==> src/rtl/video_fb.sv <==
// VGA timing generator with a centred, pixel-doubled framebuffer window.
// Three-stage pipeline: counters -> RAM address -> RAM data -> colour/syncs.
module video_fb #(
  parameter int HA     = 640,
  parameter int HFP    = 16,
  parameter int HS     = 96,
  parameter int HBP    = 48,
  parameter int VA     = 480,
  parameter int VFP    = 11,
  parameter int VS     = 2,
  parameter int VBP    = 31,
  parameter bit HS_POL = 1'b0,
  parameter bit VS_POL = 1'b0,
  parameter int WIN_W  = 256,
  parameter int WIN_H  = 128,
  parameter int BPP    = 1,
  parameter int ADDR_W = 13
) (
  input  logic              clk,
  input  logic              reset,
  input  logic [7:0]        vga_data,
  output logic [ADDR_W-1:0] vga_addr,
  input  logic [ADDR_W-1:0] fb_base,
  input  logic [23:0]       border_rgb,
  input  logic              pal_we,
  input  logic [3:0]        pal_addr,
  input  logic [23:0]       pal_data,
  output logic [7:0]        vga_r,
  output logic [7:0]        vga_g,
  output logic [7:0]        vga_b,
  output logic              vga_hs,
  output logic              vga_vs,
  output logic              vga_de,
  output logic              frame_irq,
  output logic              vblank
);
  localparam int HT  = HA + HFP + HS + HBP;
  localparam int VT  = VA + VFP + VS + VBP;
  localparam int HB  = (HA - 2*WIN_W) / 2;
  localparam int VB  = (VA - 2*WIN_H) / 2;
  localparam int BPL = WIN_W * BPP / 8;
  localparam int PPB = 8 / BPP;
  localparam int HCW = $clog2(HT);
  localparam int VCW = $clog2(VT);

  logic [HCW-1:0]    hc_q;
  logic [VCW-1:0]    vc_q;
  logic [ADDR_W-1:0] base_q, addr_q, addr_d;
  logic [31:0]       hx, vy, xw, yw;
  logic              win0, de0, hs0, vs0;
  logic [2:0]        x1_q, x2_q;
  logic              win1_q, de1_q, hs1_q, vs1_q;
  logic              win2_q, de2_q, hs2_q, vs2_q;
  logic [23:0]       rgb_q, rgb_d;
  logic              hs3_q, vs3_q, de3_q;
  logic [23:0]       pal_q [16];
  logic [2:0]        k;
  logic [7:0]        sh;
  logic [3:0]        idx;

  assign hx = 32'(hc_q);
  assign vy = 32'(vc_q);

  // Counters; the framebuffer base is captured on the last clock of each frame.
  always_ff @(posedge clk or posedge reset) begin
    if (reset) begin
      hc_q   <= '0;
      vc_q   <= '0;
      base_q <= '0;
    end else begin
      if (hx == HT-1) begin
        hc_q <= '0;
        vc_q <= (vy == VT-1) ? '0 : vc_q + 1'b1;
        if (vy == VT-1) base_q <= fb_base;
      end else begin
        hc_q <= hc_q + 1'b1;
      end
    end
  end

  assign frame_irq = (hx == 32'd0) && (vy == VA);
  assign vblank    = (vy >= VA);

  always_comb begin
    de0  = (hx < HA) && (vy < VA);
    win0 = (hx >= HB) && (hx < HB + 2*WIN_W) && (vy >= VB) && (vy < VB + 2*WIN_H);
    hs0  = (hx >= HA+HFP && hx < HA+HFP+HS) ? HS_POL : !HS_POL;
    vs0  = (vy >= VA+VFP && vy < VA+VFP+VS) ? VS_POL : !VS_POL;
    xw   = (hx - 32'(HB)) >> 1;
    yw   = (vy - 32'(VB)) >> 1;
    // Outside the window the address holds so the RAM port stays quiet.
    addr_d = win0 ? base_q + ADDR_W'(yw*32'(BPL) + ((xw*32'(BPP)) >> 3)) : addr_q;
  end

  always_ff @(posedge clk or posedge reset) begin
    if (reset) begin
      addr_q <= '0;
      x1_q   <= '0;
      win1_q <= 1'b0;
      de1_q  <= 1'b0;
      hs1_q  <= !HS_POL;
      vs1_q  <= !VS_POL;
      x2_q   <= '0;
      win2_q <= 1'b0;
      de2_q  <= 1'b0;
      hs2_q  <= !HS_POL;
      vs2_q  <= !VS_POL;
      rgb_q  <= '0;
      hs3_q  <= !HS_POL;
      vs3_q  <= !VS_POL;
      de3_q  <= 1'b0;
    end else begin
      addr_q <= addr_d;
      x1_q   <= xw[2:0];
      win1_q <= win0;
      de1_q  <= de0;
      hs1_q  <= hs0;
      vs1_q  <= vs0;
      x2_q   <= x1_q;
      win2_q <= win1_q;
      de2_q  <= de1_q;
      hs2_q  <= hs1_q;
      vs2_q  <= vs1_q;
      rgb_q  <= rgb_d;
      hs3_q  <= hs2_q;
      vs3_q  <= vs2_q;
      de3_q  <= de2_q;
    end
  end

  // Leftmost logical pixel sits in the byte's MSBs.
  always_comb begin
    k     = x2_q & 3'(PPB-1);
    sh    = vga_data << (32'(k) * 32'(BPP));
    idx   = 4'(sh >> (8-BPP));
    rgb_d = '0;
    if (!de2_q)        rgb_d = '0;
    else if (!win2_q)  rgb_d = border_rgb;
    else if (BPP < 8)  rgb_d = pal_q[idx];
    else               rgb_d = {vga_data[7:5], vga_data[7:5], vga_data[7:6],
                                vga_data[4:2], vga_data[4:2], vga_data[4:3],
                                vga_data[1:0], vga_data[1:0], vga_data[1:0], vga_data[1:0]};
  end

  always_ff @(posedge clk or posedge reset) begin
    if (reset) begin
      for (int i = 0; i < 16; i++) pal_q[i] <= (i == 0) ? 24'h000000 : 24'hFFFFFF;
    end else if (pal_we) begin
      pal_q[pal_addr] <= pal_data;
    end
  end

  assign vga_addr = addr_q;
  assign vga_r    = rgb_q[23:16];
  assign vga_g    = rgb_q[15:8];
  assign vga_b    = rgb_q[7:0];
  assign vga_hs   = hs3_q;
  assign vga_vs   = vs3_q;
  assign vga_de   = de3_q;
endmodule
==> config.mk <==
export PLATFORM = sky130hd
export DESIGN_NAME = video_fb
export DESIGN_NICKNAME = d
export VERILOG_FILES = /design/src/rtl/video_fb.sv
export SDC_FILE = /design/constraint.sdc
export NUM_CORES = 1
export LEC_CHECK = 0
export BUFFER_PORTS_ARGS = -buffer_cell sky130_fd_sc_hd__buf_2
export CAP_MARGIN = 30
export CORE_ASPECT_RATIO = 0.5
export CORE_UTILIZATION = 40
export DETAILED_ROUTE_END_ITERATION = 7
export SKIP_CTS_REPAIR_TIMING = 1
export SLEW_MARGIN = 5
export SYNTH_ARGS = -nofsm -noshare
export SYNTH_HDL_FRONTEND = slang
export SYNTH_SLANG_ARGS = --single-unit
==> constraint.sdc <==
create_clock -name clk -period 5.1 [get_ports clk]
set_input_delay 0.255 -clock clk [delete_from_list [all_inputs] [get_ports clk]]
set_output_delay 0.255 -clock clk [all_outputs]
set_load 0.02 [all_outputs]
==> results by group <==
Timing
  – Total Neg Setup Slack: 0 ns
  – Rel. slew slack: roughly 44%
  – Hold WS: roughly 0.044 ns
  – Final setup fails: 0
  – Clock skew after layout: approximately 0.013 ns
  – Final critical path time including I/O delays and setup: roughly 3.3 ns
  – RSZ-0062 raised after global routing: no
  – Total count of hold-check failures in the final report: 0
  – Slew of the pin with the lowest slew margin: about 0.84 ns
  – Peak clock frequency supported by timing: ~300 MHz
  – Period utilization: between 60 and 70%
  – Final number of max-transition violations: 0

Clocking
  – CTS Sinks: around 140
  – Clock latency at the later pin of the worst-skew pair: about 0.42 ns
  – TritonCTS Buffers: 17
  – CTS H-Tree Depth: 4
  – Post-CTS clock slew at the launch and capture registers of the worst setup and hold paths: ~0.060 ns
  – Maximum count of clock buffers along a single path: 2
  – Clock tree from TritonCTS: done
  – Root cell of the clock tree: sky130_fd_sc_hd__clkbuf_16

Power
  – Total power after layout: between 0.002 and 0.003 W
  – Share of power burned in registers: between 40 and 50%
  – Worst-case vdd ir drop: between 0.0002 and 0.00025 V
  – Logic gate share of total power: under 10%
  – Net switching share of the total power: between 20% and 30%
  – Total power divided by cell area: ~340 nW/µm²
  – Internal power component: a little over 0.002 W
  – Clock power share: 45.9%
  – Total leakage power: 3.72 nW
  – Switching power: about 0.00065 W

GRT
  – Antenna violations before repair: 0
  – Combined global-route utilization of all metal layers: between 10% and 20%
  – Global-route wire length before repair: 22300 µm
  – Remaining global-route overflow: 0
  – Via count of the first global-routing pass: around 4400
  – Largest net degree at the start of global routing: 70

Layout
  – Number of nets in the layout: around 770
  – Layout cell share with drive strength beyond 1: about two fifths
  – Antenna diode count: 0
  – Most used cells in the layout excluding fill and tap cells: 117 x sky130_fd_sc_hd__buf_2, 105 x sky130_fd_sc_hd__dfrtp_1, 61 x sky130_fd_sc_hd__mux2_2, 49 x sky130_fd_sc_hd__o21ai_0, 33 x sky130_fd_sc_hd__a21oi_1
  – Most common cell after layout, fill and taps aside: sky130_fd_sc_hd__buf_2
  – Layout area overhead: 21.3%
  – Non-Filler Cell Area, Final: 7900 µm²
  – Fraction of the core area covered by cells at the end of the flow: roughly half

Yosys
  – Post-synth top area share: between 40% and 50%
  – Share of the yosys chip area belonging to registers: 52.4%
  – Nets in the synthesized netlist: about 650
  – Number of synthesized register bits: roughly 140
  – Most area-consuming cells after synthesis: sky130_fd_sc_hd__dfrtp_1 40%, sky130_fd_sc_hd__dfstp_2 12%, sky130_fd_sc_hd__mux2_2 11%, sky130_fd_sc_hd__ha_1 6.0%, sky130_fd_sc_hd__mux2i_1 3.8%
  – Count of mapped cells out of synthesis: ~530
  – Cell accounting for the most synthesized area: sky130_fd_sc_hd__dfrtp_1
  – Unique cell type count in the Yosys netlist: between 50 and 60
  – Async set-or-reset flop fraction in the synthesized netlist: 100%
  – Dominant synthesized flop cell: sky130_fd_sc_hd__dfrtp_1
  – Synth Warn #: 0
  – Mapped Avg Cell Area: between 10 and 15 µm²
  – Cell Area, Synth: around 6500 µm²
  – Post-synth EDFFs: 0

Worst setup path
  – Worst reg-to-reg setup slack: 1.77 ns
  – Ordered list of cells on the worst path: nor4_1, nor2_1, fa_1, inv_1, ha_1, a21o_1, a31oi_1, a21boi_1, o41ai_2, xnor2_1, mux2_2
  – Startpoint type of the worst setup path: flop
  – Kind of end point of the critical path: flop
  – Crit Path Category: flop to flop
  – Family with the most delay on the worst path: compound AO/OA/AOI/OAI gates
  – Data required time of the critical path: 5.40 ns
  – Max incr delay on CP: approximately 0.49 ns
  – Largest fanout on the critical path: 8
  – Buf/Inv on CP: 1
  – CP Data Arrival Time: about 3.6 ns
  – Critical-path cell with the highest stage delay: sky130_fd_sc_hd__fa_1

Route
  – First DRT Iteration DRCs: 188
  – Vias after detailed routing: around 4500
  – Number of vias per cell: a little over 5
  – 1st-pass router iterations: 4
  – Post-detailed-route wirelength per cell: 15.3 µm
  – DR DRC count: 0
  – DRT antenna net count: 0
  – Post-detailed-routing wire length: 13600 µm

Flow run
  – Max-cap violation count: 0

Die
  – Placeable Area: ~16000 µm²
  – Row count: 32
  – I/O pins: ~120
  – Initial Util: 41.6%
  – Vertical die dimension: 92.2 µm
  – DIE WIDTH: 182 µm
  – Full die area: 16800 µm²

Place
  – Port Buf Inserts: 117
  – Routability congestion estimate: between 0.8 and 0.9
  – Placed standard-cell area: 7300 µm²
  – Detail Placement HPWL: 8980 µm

Status
  – Result of the run: completed

Min path
  – Classification of the worst-slack hold path: input pin to flop
-- Yosys cell counts, types with 2 or more instances --
library cell	instances
sky130_fd_sc_hd__a21o_1	7
sky130_fd_sc_hd__a21oi_1	33
sky130_fd_sc_hd__a31oi_1	5
sky130_fd_sc_hd__and2_1	2
sky130_fd_sc_hd__and3_1	6
sky130_fd_sc_hd__and4_1	2
sky130_fd_sc_hd__buf_2	6
sky130_fd_sc_hd__buf_6	2
sky130_fd_sc_hd__buf_8	2
sky130_fd_sc_hd__clkbuf_1	12
sky130_fd_sc_hd__dfrtp_1	105
sky130_fd_sc_hd__dfstp_2	30
sky130_fd_sc_hd__fa_1	5
sky130_fd_sc_hd__ha_1	31
sky130_fd_sc_hd__inv_1	23
sky130_fd_sc_hd__mux2_2	61
sky130_fd_sc_hd__mux2_4	2
sky130_fd_sc_hd__mux2i_1	25
sky130_fd_sc_hd__mux4_1	2
sky130_fd_sc_hd__nand2_1	27
sky130_fd_sc_hd__nand2b_1	4
sky130_fd_sc_hd__nand3_1	11
sky130_fd_sc_hd__nand4_1	5
sky130_fd_sc_hd__nor2_1	14
sky130_fd_sc_hd__nor2_4	2
sky130_fd_sc_hd__nor2b_1	2
sky130_fd_sc_hd__nor3_1	3
sky130_fd_sc_hd__nor4_1	2
sky130_fd_sc_hd__nor4_2	2
sky130_fd_sc_hd__o211ai_1	3
sky130_fd_sc_hd__o21ai_0	49
sky130_fd_sc_hd__o31ai_1	2
sky130_fd_sc_hd__or4b_2	2
sky130_fd_sc_hd__xnor2_1	10
sky130_fd_sc_hd__xor2_1	16
-- power groups by stage --
stage	clock network [W]	logic [W]	registers, W
detailed placement	0	0.000226	0.00126
finish	0.00124	0.000224	0.00124
global route	0.00132	0.000248	0.00125
CTS	0.00127	0.000228	0.00124
global placement	0	0.000222	0.00126
floorplan	0	0.000145	0.00126
-- stage by stage --
| step | setup WS [ns] | std cells |
|---|---|---|
| after floorplan | 1.28 | 534 |
| after global placement | 1.88 | 855 |
| after detailed placement | 1.78 | 855 |
| after CTS | 1.77 | 887 |
| after global routing | 1.48 | 888 |
| final | 1.77 | 888 |
-- worst paths after layout --
path | from | endpoint | cells past startpoint
max in group asynchronous | reset | base_q[8] | 4
max | hc_q[9] | vga_addr[10] | 11
min reg2reg | x1_q[1] | k[1] | 0
min in group asynchronous | reset | pal_q[380] | 3
min | fb_base[11] | base_q[11] | 3
max reg2reg | hc_q[9] | vga_addr[10] | 11
-- sequential cells by signal, indices dropped and copies added (netlist names) --
name,flops
win1_q,1
vc_q,10
k,3
vs2_q,1
vs1_q,1
vga_addr,13
win2_q,1
vga_hs,1
de1_q,1
vga_vs,1
vga_de,1
hs1_q,1
hc_q,10
base_q,13
hs2_q,1
de2_q,1
x1_q,3
rgb_q,24
pal_q,48
-- cells by family after synthesis --
group	synth area share, %
AO/OA/AOI/OAI	9.51
XOR/XNOR	3.50
adder cells (fa/ha/maj)	7.49
buffers and inverters	3.34
flip-flops	52.4
multiplexers	16.0
AND/OR/NAND/NOR	7.74
-- layout make-up --
| class | instances | area (µm²) |
|---|---|---|
| clock buffers | 20 | 447 |
| multi-input cells | 353 | 2890 |
| well taps | 221 | 277 |
| repair buffers | 124 | 641 |
| flip-flops and latches | 135 | 3420 |
| inverters | 23 | 91.3 |
| clock inverters | 12 | 141 |
| fillers | 1416 | 7750 |
-- metal layers --
| metal | vias up | GRT usage (%) | wire (µm) | part of all wire [%] |
|---|---|---|---|---|
| met5 | - | 0 | 0 | 0 |
| li1 | 2147 | - | - | - |
| met4 | 0 | 6.23 | 148 | 1.1 |
| met1 | 2202 | 22.5 | 6590 | 48 |
| met2 | 102 | 27.8 | 6410 | 47 |
| met3 | 13 | 4.73 | 452 | 3.3 |
-- worst register-to-register path: stages (launching register included) --
cell                       delay [ns]
sky130_fd_sc_hd__dfrtp_1         0.48
sky130_fd_sc_hd__nor4_1          0.42
sky130_fd_sc_hd__nor2_1          0.12
sky130_fd_sc_hd__fa_1            0.49
sky130_fd_sc_hd__inv_1           0.04
sky130_fd_sc_hd__ha_1            0.35
sky130_fd_sc_hd__a21o_1          0.22
sky130_fd_sc_hd__a31oi_1         0.19
sky130_fd_sc_hd__a21boi_1        0.17
sky130_fd_sc_hd__o41ai_2         0.37
sky130_fd_sc_hd__xnor2_1         0.10
sky130_fd_sc_hd__mux2_2          0.26
(Power assumes the default switching activity.)
